[src/rtl/automatic_washing_machine.sv]
`default_nettype none
// ============================================================================
//  Module      : automatic_washing_machine
//  Description : Top-level sequencing FSM for a front-loading washing machine.
//                Runs fill -> detergent -> wash -> drain -> rinse fill ->
//                rinse -> drain -> spin -> done.
//                Inputs are level flags from external level sensors and
//                timers. Outputs are actuator enables, Moore-decoded from the
//                state register and the rinse-pass flag.
//  Ports       : reset           async active-high, forces IDLE
//                clk             system clock, rising edge
//                door_close      door physically closed
//                start           user start request (level)
//                water_filled    drum at fill level
//                detergent_added detergent dispensed
//                cycle_timeout   wash/rinse agitation timer expired
//                drained         drum empty
//                spin_timeout    spin timer expired
//                door_lock, fill_value_on, soap_wash, motor_on,
//                drain_value_on, water_wash   actuator enables
//                done            one-clock cycle-complete pulse
//  Config      : `define DOOR_ABORT_EN adds an ABORT state. Opening the door in
//                FILL/DETERGENT/WASH/SPIN drains the drum and returns to IDLE.
//  Revision    : 1.0 - initial release
// ============================================================================
module automatic_washing_machine (
    input  logic reset,
    input  logic clk,
    input  logic door_close,
    input  logic start,
    input  logic water_filled,
    input  logic detergent_added,
    input  logic cycle_timeout,
    input  logic drained,
    input  logic spin_timeout,
    output logic door_lock,
    output logic fill_value_on,
    output logic soap_wash,
    output logic motor_on,
    output logic drain_value_on,
    output logic water_wash,
    output logic done
);

    // Binary state encoding. The ABORT code is reserved even when the abort
    // feature is compiled out, so the encoding stays the same in both builds.
    localparam logic [2:0] c_S_IDLE      = 3'd0;
    localparam logic [2:0] c_S_FILL      = 3'd1;
    localparam logic [2:0] c_S_DETERGENT = 3'd2;
    localparam logic [2:0] c_S_WASH      = 3'd3;
    localparam logic [2:0] c_S_DRAIN     = 3'd4;
    localparam logic [2:0] c_S_SPIN      = 3'd5;
    localparam logic [2:0] c_S_DONE      = 3'd6;
    localparam logic [2:0] c_S_ABORT     = 3'd7;

    logic [2:0] r_state;
    logic [2:0] w_next_state;
    // r_rinse distinguishes the second (rinse) pass through FILL/WASH/DRAIN
    // from the first (soap) pass.
    logic       r_rinse;
    logic       w_next_rinse;
    logic       w_door_open;

    assign w_door_open = ~door_close;

    // ------------------------------------------------------------------------
    // State and rinse-flag registers
    // ------------------------------------------------------------------------
    always_ff @(posedge clk or posedge reset) begin
        if (reset) begin
            r_state <= c_S_IDLE;
            r_rinse <= 1'b0;
        end else begin
            r_state <= w_next_state;
            r_rinse <= w_next_rinse;
        end
    end

    // ------------------------------------------------------------------------
    // Next-state logic
    // ------------------------------------------------------------------------
    always_comb begin
        w_next_state = r_state;
        w_next_rinse = r_rinse;
        case (r_state)
            c_S_IDLE: begin
                // A start request with the door open is ignored.
                if (start && door_close) begin
                    w_next_state = c_S_FILL;
                    w_next_rinse = 1'b0;
                end
            end
            c_S_FILL: begin
`ifdef DOOR_ABORT_EN
                if (w_door_open) begin
                    w_next_state = c_S_ABORT;
                end else
`endif
                if (water_filled) begin
                    w_next_state = r_rinse ? c_S_WASH : c_S_DETERGENT;
                end
            end
            c_S_DETERGENT: begin
`ifdef DOOR_ABORT_EN
                if (w_door_open) begin
                    w_next_state = c_S_ABORT;
                end else
`endif
                if (detergent_added) begin
                    w_next_state = c_S_WASH;
                end
            end
            c_S_WASH: begin
`ifdef DOOR_ABORT_EN
                if (w_door_open) begin
                    w_next_state = c_S_ABORT;
                end else
`endif
                if (cycle_timeout) begin
                    w_next_state = c_S_DRAIN;
                end
            end
            c_S_DRAIN: begin
                // Draining always runs to completion, even with the door
                // open, since the drum is already emptying.
                if (drained) begin
                    if (r_rinse) begin
                        w_next_state = c_S_SPIN;
                    end else begin
                        w_next_state = c_S_FILL;
                        w_next_rinse = 1'b1;
                    end
                end
            end
            c_S_SPIN: begin
`ifdef DOOR_ABORT_EN
                if (w_door_open) begin
                    w_next_state = c_S_ABORT;
                end else
`endif
                if (spin_timeout) begin
                    w_next_state = c_S_DONE;
                end
            end
            c_S_DONE: begin
                w_next_state = c_S_IDLE;
            end
`ifdef DOOR_ABORT_EN
            c_S_ABORT: begin
                if (drained) begin
                    w_next_state = c_S_IDLE;
                end
            end
`endif
            default: begin
                // Unreachable codes recover to a safe idle state.
                w_next_state = c_S_IDLE;
                w_next_rinse = 1'b0;
            end
        endcase
    end

    // ------------------------------------------------------------------------
    // Moore output decode. Because the outputs depend only on registered
    // state, asserting reset clears them immediately, with no clock edge.
    // ------------------------------------------------------------------------
    always_comb begin
        door_lock      = 1'b0;
        fill_value_on  = 1'b0;
        soap_wash      = 1'b0;
        motor_on       = 1'b0;
        drain_value_on = 1'b0;
        water_wash     = 1'b0;
        done           = 1'b0;
        case (r_state)
            c_S_FILL: begin
                door_lock     = 1'b1;
                fill_value_on = 1'b1;
                water_wash    = r_rinse;
            end
            c_S_DETERGENT: begin
                door_lock = 1'b1;
                soap_wash = 1'b1;
            end
            c_S_WASH: begin
                door_lock  = 1'b1;
                motor_on   = 1'b1;
                soap_wash  = ~r_rinse;
                water_wash = r_rinse;
            end
            c_S_DRAIN: begin
                door_lock      = 1'b1;
                drain_value_on = 1'b1;
                soap_wash      = ~r_rinse;
                water_wash     = r_rinse;
            end
            c_S_SPIN: begin
                door_lock      = 1'b1;
                motor_on       = 1'b1;
                drain_value_on = 1'b1;
            end
            c_S_DONE: begin
                done = 1'b1;
            end
`ifdef DOOR_ABORT_EN
            c_S_ABORT: begin
                door_lock      = 1'b1;
                drain_value_on = 1'b1;
            end
`endif
            default: begin
                // IDLE and unused codes: everything off.
            end
        endcase
    end

endmodule
`default_nettype wire

[config.mk]
export PLATFORM = sky130hd
export DESIGN_NAME = automatic_washing_machine
export DESIGN_NICKNAME = d
export VERILOG_FILES = /design/src/rtl/automatic_washing_machine.sv
export SDC_FILE = /design/constraint.sdc
export NUM_CORES = 1
export LEC_CHECK = 0
export ABC_AREA = 0
export BUFFER_PORTS_ARGS = -buffer_cell sky130_fd_sc_hd__buf_2
export CAP_MARGIN = 20
export CORE_AREA = 4 4 41 43
export DETAILED_ROUTE_END_ITERATION = 10
export DIE_AREA = 0 0 45 47
export HOLD_SLACK_MARGIN = 0.1
export MAX_ROUTING_LAYER = met4
export SLEW_MARGIN = 10
export SYNTH_ARGS = -nofsm -noshare
export SYNTH_HDL_FRONTEND = slang
export SYNTH_SLANG_ARGS = --single-unit
[constraint.sdc]
create_clock -name clk -period 2.6 [get_ports clk]
set_input_delay 0.26 -clock clk [delete_from_list [all_inputs] [get_ports clk]]
set_output_delay 0.26 -clock clk [all_outputs]
set_load 0.02 [all_outputs]
==> impl_metrics.py, run 1 <==
metrics = {
    "route": {
        "drtIter0Drc": 11,
        "post-route-drc-count": 0,
        "final_antenna_net_count": 0,
        "vias_per_cell": 5.23,
        "num_vias": 403,
        "wirelength_um": 911,
        "first_pass_iters": 4,
        "route.detailed.wl_per_inst_um": 11.8,
    },
    "timing": {
        "endpoints_failing_setup": 0,
        "max_clock_freq_mhz": 540,
        "finalHoldViolations": 0,
        "slew_headroom_pct": 67.2,
        "fin_crit_ns": 1.85,
        "tightest_slew_ns": 0.492,
        "rsz0062_at_grt": "no",
        "share_of_the_clock_period_used_by_the_worst_path_pct": 71.2,
        "finalClockSkew_ns": 0.00713,
        "report.final.slew_viol_count": 0,
        "setup_tns_ns": 0,
    },
    "setup_path": {
        "timing.critical_path.slowest_stage_cell": "sky130_fd_sc_hd__dfrtp_1",
        "cp_slowest_stage_delay_ns": 0.58,
        "path_cells": "nor2b_1 > a22o_2 > buf_2",
        "worstPathRequired_ns": 2.34,
        "criticalPathCategory": "flop to primary output",
        "timing.critical_path.arrival_ns": 1.59,
        "cp_max_fo": 12,
        "crit_path_end_kind": "primary output",
        "startpoint_type": "flop",
    },
    "global_routing": {
        "first_global_vias": 372,
        "globalRouteOverflowTotal": 0,
        "grt_start_max_net_pins": 18,
        "grtUsageTotal_pct": 10.8,
        "wire_length_of_the_first_global_routing_pass_mm": 1.54,
        "busiest_layer": "met2",
        "grt_antenna_before_repair": 0,
        "global_route.usage.met1_pct": 12.4,
        "global_route.usage.met3_pct": 3.83,
        "met2_capacity_usage_during_global_routing_pct": 15.8,
    },
    "cts": {
        "cts_setup_buffers": 0,
        "clk-insertion-delay-late_ns": 0.25,
        "holdBufCountCts": 1,
        "clock_sinks": 4,
        "tritoncts.num_buffers": 3,
        "clkTransAtPathRegs_ns": 0.04,
        "ctsResizeCount": 0,
        "tritoncts": "yes",
        "clock_buffer_depth": 2,
        "clockRootBuffer": "sky130_fd_sc_hd__clkbuf_4",
        "h-tree-depth": 1,
    },
    "floorplanning": {
        "core_area_um2": 1300,
        "start_util_pct": 30.9,
        "floorplan.die.width_um": 45,
        "die_outline_height_um": 47,
        "io-pin-count": 16,
        "dieArea_um2": 2120,
        "core.rowCount": 13,
    },
    "synth": {
        "syn-num-nets": 57,
        "synth_top_cell_by_area": "sky130_fd_sc_hd__dfrtp_1",
        "post_synth_most_frequent_cells": "sky130_fd_sc_hd__nand2_1, sky130_fd_sc_hd__buf_6, sky130_fd_sc_hd__dfrtp_1, sky130_fd_sc_hd__nor2_1",
        "synth_top_cell_area_share_pct": 24.9,
        "mappedNetlistArea_um2": 402,
        "synth.yosys.warnings": 0,
        "synth.lib_cells_used.distinct": 27,
        "number_of_flops_mapped_to_enable_cells_by_yosys": 0,
        "avgSynthCellArea_um2": 8.37,
        "async_flop_share_pct": 100,
        "synth-main-ff-cell": "sky130_fd_sc_hd__dfrtp_1",
        "cells_taking_the_most_area_after_synthesis": "sky130_fd_sc_hd__dfrtp_1, sky130_fd_sc_hd__buf_6, sky130_fd_sc_hd__nand2_1, sky130_fd_sc_hd__mux2i_1, sky130_fd_sc_hd__a21oi_1",
        "ys_seq_elements": 4,
        "yosysMostFrequentCell": "sky130_fd_sc_hd__nand2_1",
        "share_of_the_yosys_chip_area_belonging_to_registers_pct": 24.9,
        "synthCells": 48,
    },
    "cells_and_area": {
        "area_delta_synth_final_pct": 17.4,
        "num-nets-final": 73,
        "layout.area.seq_um2": 100,
        "antenna_cells_inserted": 0,
        "drive_gt1_share_pct": 35.5,
        "multi_input_area_um2": 230,
        "n_fill_cell": 148,
    },
    "pwr": {
        "sw_frac_of_total_pct": 50.9,
        "power_switching_mw": 0.327,
        "relative_contribution_of_sequential_cells_to_total_power_pct": 27.0,
        "ir_worst_vdd_uv": 506,
        "total_power_mw": 0.644,
        "clkPwrFrac_pct": 12.6,
        "power.density_nw_per_um2": 1360,
        "leakagePower_nw": 0.225,
        "power.share.combinational_pct": 60.4,
        "internal_power_mw": 0.316,
    },
    "flow_run": {
        "cap_violations": 0,
    },
    "run_status": {
        "status": "completed",
    },
    "worst_hold_path": {
        "min_path_type": "input port to flop",
    },
    "place": {
        "globalplace.congestion": 0.771,
        "port_buffers": 15,
        "dpl.hpwl_um": 691,
    },
}
==> logic make-up after synthesis <==
family	after synthesis	synth area share [%]
and+or+nand+nor	15	18.7
DFF	4	24.9
muxes	2	4.98
buffers and inverters	9	17.8
AOI/OAI and AO/OA	18	33.6
==> worst max-delay path: cells and delay by family (launching register included) <==
kind                   cells  cell delay, ns
AOI/OAI and AO/OA          1            0.20
buffers and inverters      1            0.15
and+or+nand+nor            1            0.42
DFF                        1            0.58
==> per-layer routing <==
layer,vias up,wire [um]
met3,3,74
met5,-,0
met2,13,415
met1,181,404
met4,0,17
li1,206,-
==> layout make-up <==
class,instances,share of cell area [%]
Multi-Input combinational cell,35,48.8
Sequential cell,4,21.2
Timing Repair Buffer,16,18.0
Clock buffer,3,4.77
Tap cell,15,3.98
Inverter,4,3.18
==> power by group through the flow <==
stage / clock network (mW) / registers [mW] / logic, mW
2_1_floorplan: 0 / 0.109 / 0.428
3_3_place_gp: 0 / 0.175 / 0.389
3_5_place_dp: 0 / 0.175 / 0.389
4_1_cts: 0.0815 / 0.174 / 0.393
5_1_grt: 0.0873 / 0.184 / 0.433
6_report: 0.0814 / 0.174 / 0.389
==> final timing paths <==
kind / start / endpoint / slack, ns / cells after the start
setup / recovery: r_state[1]$_DFFE_PP0P_ / soap_wash / 0.75 / 3
hold / removal: cycle_timeout / r_state[2]$_DFFE_PP0P_ / 0.30 / 3
setup reg to reg: r_state[0]$_DFFE_PP0P_ / r_state[0]$_DFFE_PP0P_ / 1.06 / 3
hold reg to reg: r_rinse$_DFFE_PP0P_ / r_rinse$_DFFE_PP0P_ / 0.68 / 2
max in group asynchronous: reset / r_rinse$_DFFE_PP0P_ / 1.99 / 3
min in group asynchronous: reset / r_state[2]$_DFFE_PP0P_ / 0.44 / 3
==> cell usage in the layout (no fill, tap or decap), types with 2 or more instances in the layout <==
cell / Yosys / final
sky130_fd_sc_hd__nand2_1: 6 / 6
sky130_fd_sc_hd__o21ai_0: 2 / 2
sky130_fd_sc_hd__clkbuf_4: 0 / 3
sky130_fd_sc_hd__mux2i_1: 2 / 2
sky130_fd_sc_hd__buf_2: 0 / 15
sky130_fd_sc_hd__inv_1: 3 / 3
sky130_fd_sc_hd__a21oi_1: 3 / 3
sky130_fd_sc_hd__dfrtp_1: 4 / 4
sky130_fd_sc_hd__nor2_1: 4 / 4
==> registers in the layout, indices dropped and copies added (netlist names) <==
register  cells
r_rinse       1
r_state       3
==> through the flow <==
step           utilization, %  instance area [um2]  setup WS [ns]  hold slack [ns]  std cells
4_1_cts                  36.3                  472          0.749            0.302         77
6_report                 36.3                  472          0.749            0.298         77
3_3_place_gp             33.8                  439          0.998            0.152         73
5_1_grt                  36.3                  472          0.647            0.335         77
3_5_place_dp             33.8                  439           1.00            0.159         73
2_1_floorplan               -                  402           1.12           0.0261         48
(Power assumes the default switching activity.)
==> run 2: changes to the inputs <==
clock period = 1.7 ns   (was 2.6 ns; I/O delays follow)
==> impl_metrics.py, run 2 (synthesis results as in run 1) <==
metrics = {
    "timing": {
        "report.final.slew_viol_count": 0,
        "max_clock_freq_mhz": 619,
        "finalClockSkew_ns": 0.00934,
        "slew_headroom_pct": 73.9,
        "tightest_slew_ns": 0.391,
        "endpoints_failing_setup": 0,
        "setup_tns_ns": 0,
        "rsz0062_at_grt": "yes",
        "finalHoldViolations": 0,
        "share_of_the_clock_period_used_by_the_worst_path_pct": 95.0,
        "holdWs_ns": 0.220,
        "fin_crit_ns": 1.62,
    },
    "floorplanning": {
        "core.rowCount": 13,
        "io-pin-count": 16,
        "die_outline_height_um": 47,
        "floorplan.die.width_um": 45,
        "core_area_um2": 1300,
        "start_util_pct": 30.9,
        "dieArea_um2": 2120,
    },
    "route": {
        "post-route-drc-count": 0,
        "wirelength_um": 986,
        "vias_per_cell": 5.06,
        "num_vias": 415,
        "first_pass_iters": 4,
        "drtIter0Drc": 12,
        "final_antenna_net_count": 0,
        "route.detailed.wl_per_inst_um": 12.0,
    },
    "global_routing": {
        "wire_length_of_the_first_global_routing_pass_mm": 1.63,
        "grt_start_max_net_pins": 18,
        "grt_antenna_before_repair": 0,
        "first_global_vias": 382,
        "grtUsageTotal_pct": 11.1,
        "globalRouteOverflowTotal": 0,
    },
    "setup_path": {
        "timing.rr.start": "r_state[0]$_DFFE_PP0P_",
        "cp_slowest_stage_delay_ns": 0.47,
        "crit-reg2reg-capture": "r_state[0]$_DFFE_PP0P_",
        "cp_num_cells": 3,
        "cp.buffers_inverters": 1,
        "timing.critical_path.slowest_stage_cell": "sky130_fd_sc_hd__dfrtp_1",
        "critical_path.top_delay_family": "flip-flops",
        "timing.critical_path.arrival_ns": 1.45,
        "cp_max_fo": 8,
        "crit_path_end_kind": "primary output",
        "setup.worst_path.end": "soap_wash",
        "criticalPathCategory": "flop to primary output",
        "path_cells": "nor2b_1 > a22o_2 > buf_2",
        "worstPathRequired_ns": 1.53,
        "startpoint_type": "flop",
        "setup.reg_to_reg.worst_slack_ns": 0.26,
        "ff2ff_path_depth": 4,
        "timing.critical_path.from": "r_state[1]$_DFFE_PP0P_",
    },
    "cells_and_area": {
        "layout.area.seq_um2": 103,
        "n_fill_cell": 152,
        "reg.largest.list": "r_state x3, r_rinse x1",
        "multi_input_area_um2": 230,
        "most-common-layout-cells": "sky130_fd_sc_hd__buf_2, sky130_fd_sc_hd__nand2_1, sky130_fd_sc_hd__buf_4",
        "postLayoutCellArea_um2": 514,
        "largest_reg_flops": 3,
        "drive_gt1_share_pct": 43.3,
        "num-nets-final": 78,
        "max_flop_register": "r_state",
        "most_common_cell_after_layout_fill_and_taps_aside": "sky130_fd_sc_hd__buf_2",
        "area_delta_synth_final_pct": 28.0,
        "antenna_cells_inserted": 0,
    },
    "run_status": {
        "status": "completed",
    },
    "worst_hold_path": {
        "hp-start": "cycle_timeout",
        "min_path_type": "input port to flop",
    },
    "pwr": {
        "leakagePower_nw": 0.247,
        "total_power_mw": 1.09,
        "ir_worst_vdd_uv": 788,
        "power.density_nw_per_um2": 2130,
    },
    "cts": {
        "clkTransAtPathRegs_ns": 0.05,
        "clockRootBuffer": "sky130_fd_sc_hd__clkbuf_4",
        "tritoncts.num_buffers": 3,
        "tritoncts": "yes",
        "clock_sinks": 4,
        "clock_buffer_depth": 2,
        "clk-insertion-delay-late_ns": 0.24,
        "h-tree-depth": 1,
    },
    "place": {
        "globalplace.congestion": 0.806,
        "dpl.hpwl_um": 709,
        "port_buffers": 15,
        "dpl_cell_area_um2": 447,
    },
    "flow_run": {
        "cap_violations": 0,
    },
}
## run 2: cell count changes in the layout (fill, tap and decap cells not counted), sizes merged
cell and delta:
buf +5
## run 2: cell type report
class,instances,area share [%]
tap,15,3.65
clock buffer,3,4.38
sequential,4,20.0
timing repair buffer,21,24.3
multi-input combinational,35,44.8
inverter,4,2.92
## run 2: power breakdown
| group | switching, mW | internal, mW |
|---|---|---|
| clock | 0.0457 | 0.0794 |
| sequential | 0.0753 | 0.142 |
| combinational | 0.410 | 0.342 |
## run 2: timing repair
action                                 in CTS  in global routing
hold buffers                                1                  0
gates resized for setup                     2                  1
buffers inserted                            0                  4
cloned                                      0                  0
setup endpoints to repair                   1                  2
endpoints found under the hold margin       4                  0
## run 2: metal layers
layer | share of wire, % | GRT usage, % | vias up
li1 | - | - | 211
met1 | 46 | 13.5 | 190
met2 | 47 | 17.2 | 12
met3 | 5.0 | 2.68 | 2
met4 | 2.1 | 5.26 | 0
met5 | 0 | - | -
## run 2: metrics by stage
| stage | util (%) | worst slack (ns) | std cells |
|---|---|---|---|
| 5_1_grt | 39.5 | -0.0106 | 82 |
| 3_5_place_dp | 34.3 | 0.160 | 74 |
| 3_3_place_gp | 34.3 | 0.196 | 74 |
| 4_1_cts | 37.0 | 0.0661 | 78 |
| 2_1_floorplan | - | 0.308 | 48 |
| 6_report | 39.5 | 0.0847 | 82 |
## run 2: worst min-delay path by stage
stage                             end  depth (start not counted)  slack (ns)
2_1_floorplan     r_rinse$_DFFE_PP0P_                          1       -0.06
3_3_place_gp   r_state[2]$_DFFE_PP0P_                          2        0.07
3_5_place_dp   r_state[1]$_DFFE_PP0P_                          2        0.07
4_1_cts        r_state[2]$_DFFE_PP0P_                          3        0.22
5_1_grt        r_state[2]$_DFFE_PP0P_                          3        0.24
6_report       r_state[2]$_DFFE_PP0P_                          3        0.22
## run 2: worst register-to-register path, cell delays in order (launching register included)
cell	delay, ns
sky130_fd_sc_hd__dfrtp_2	0.45
sky130_fd_sc_hd__buf_4	0.17
sky130_fd_sc_hd__mux2i_1	0.15
sky130_fd_sc_hd__a221o_1	0.34
sky130_fd_sc_hd__a32o_1	0.20
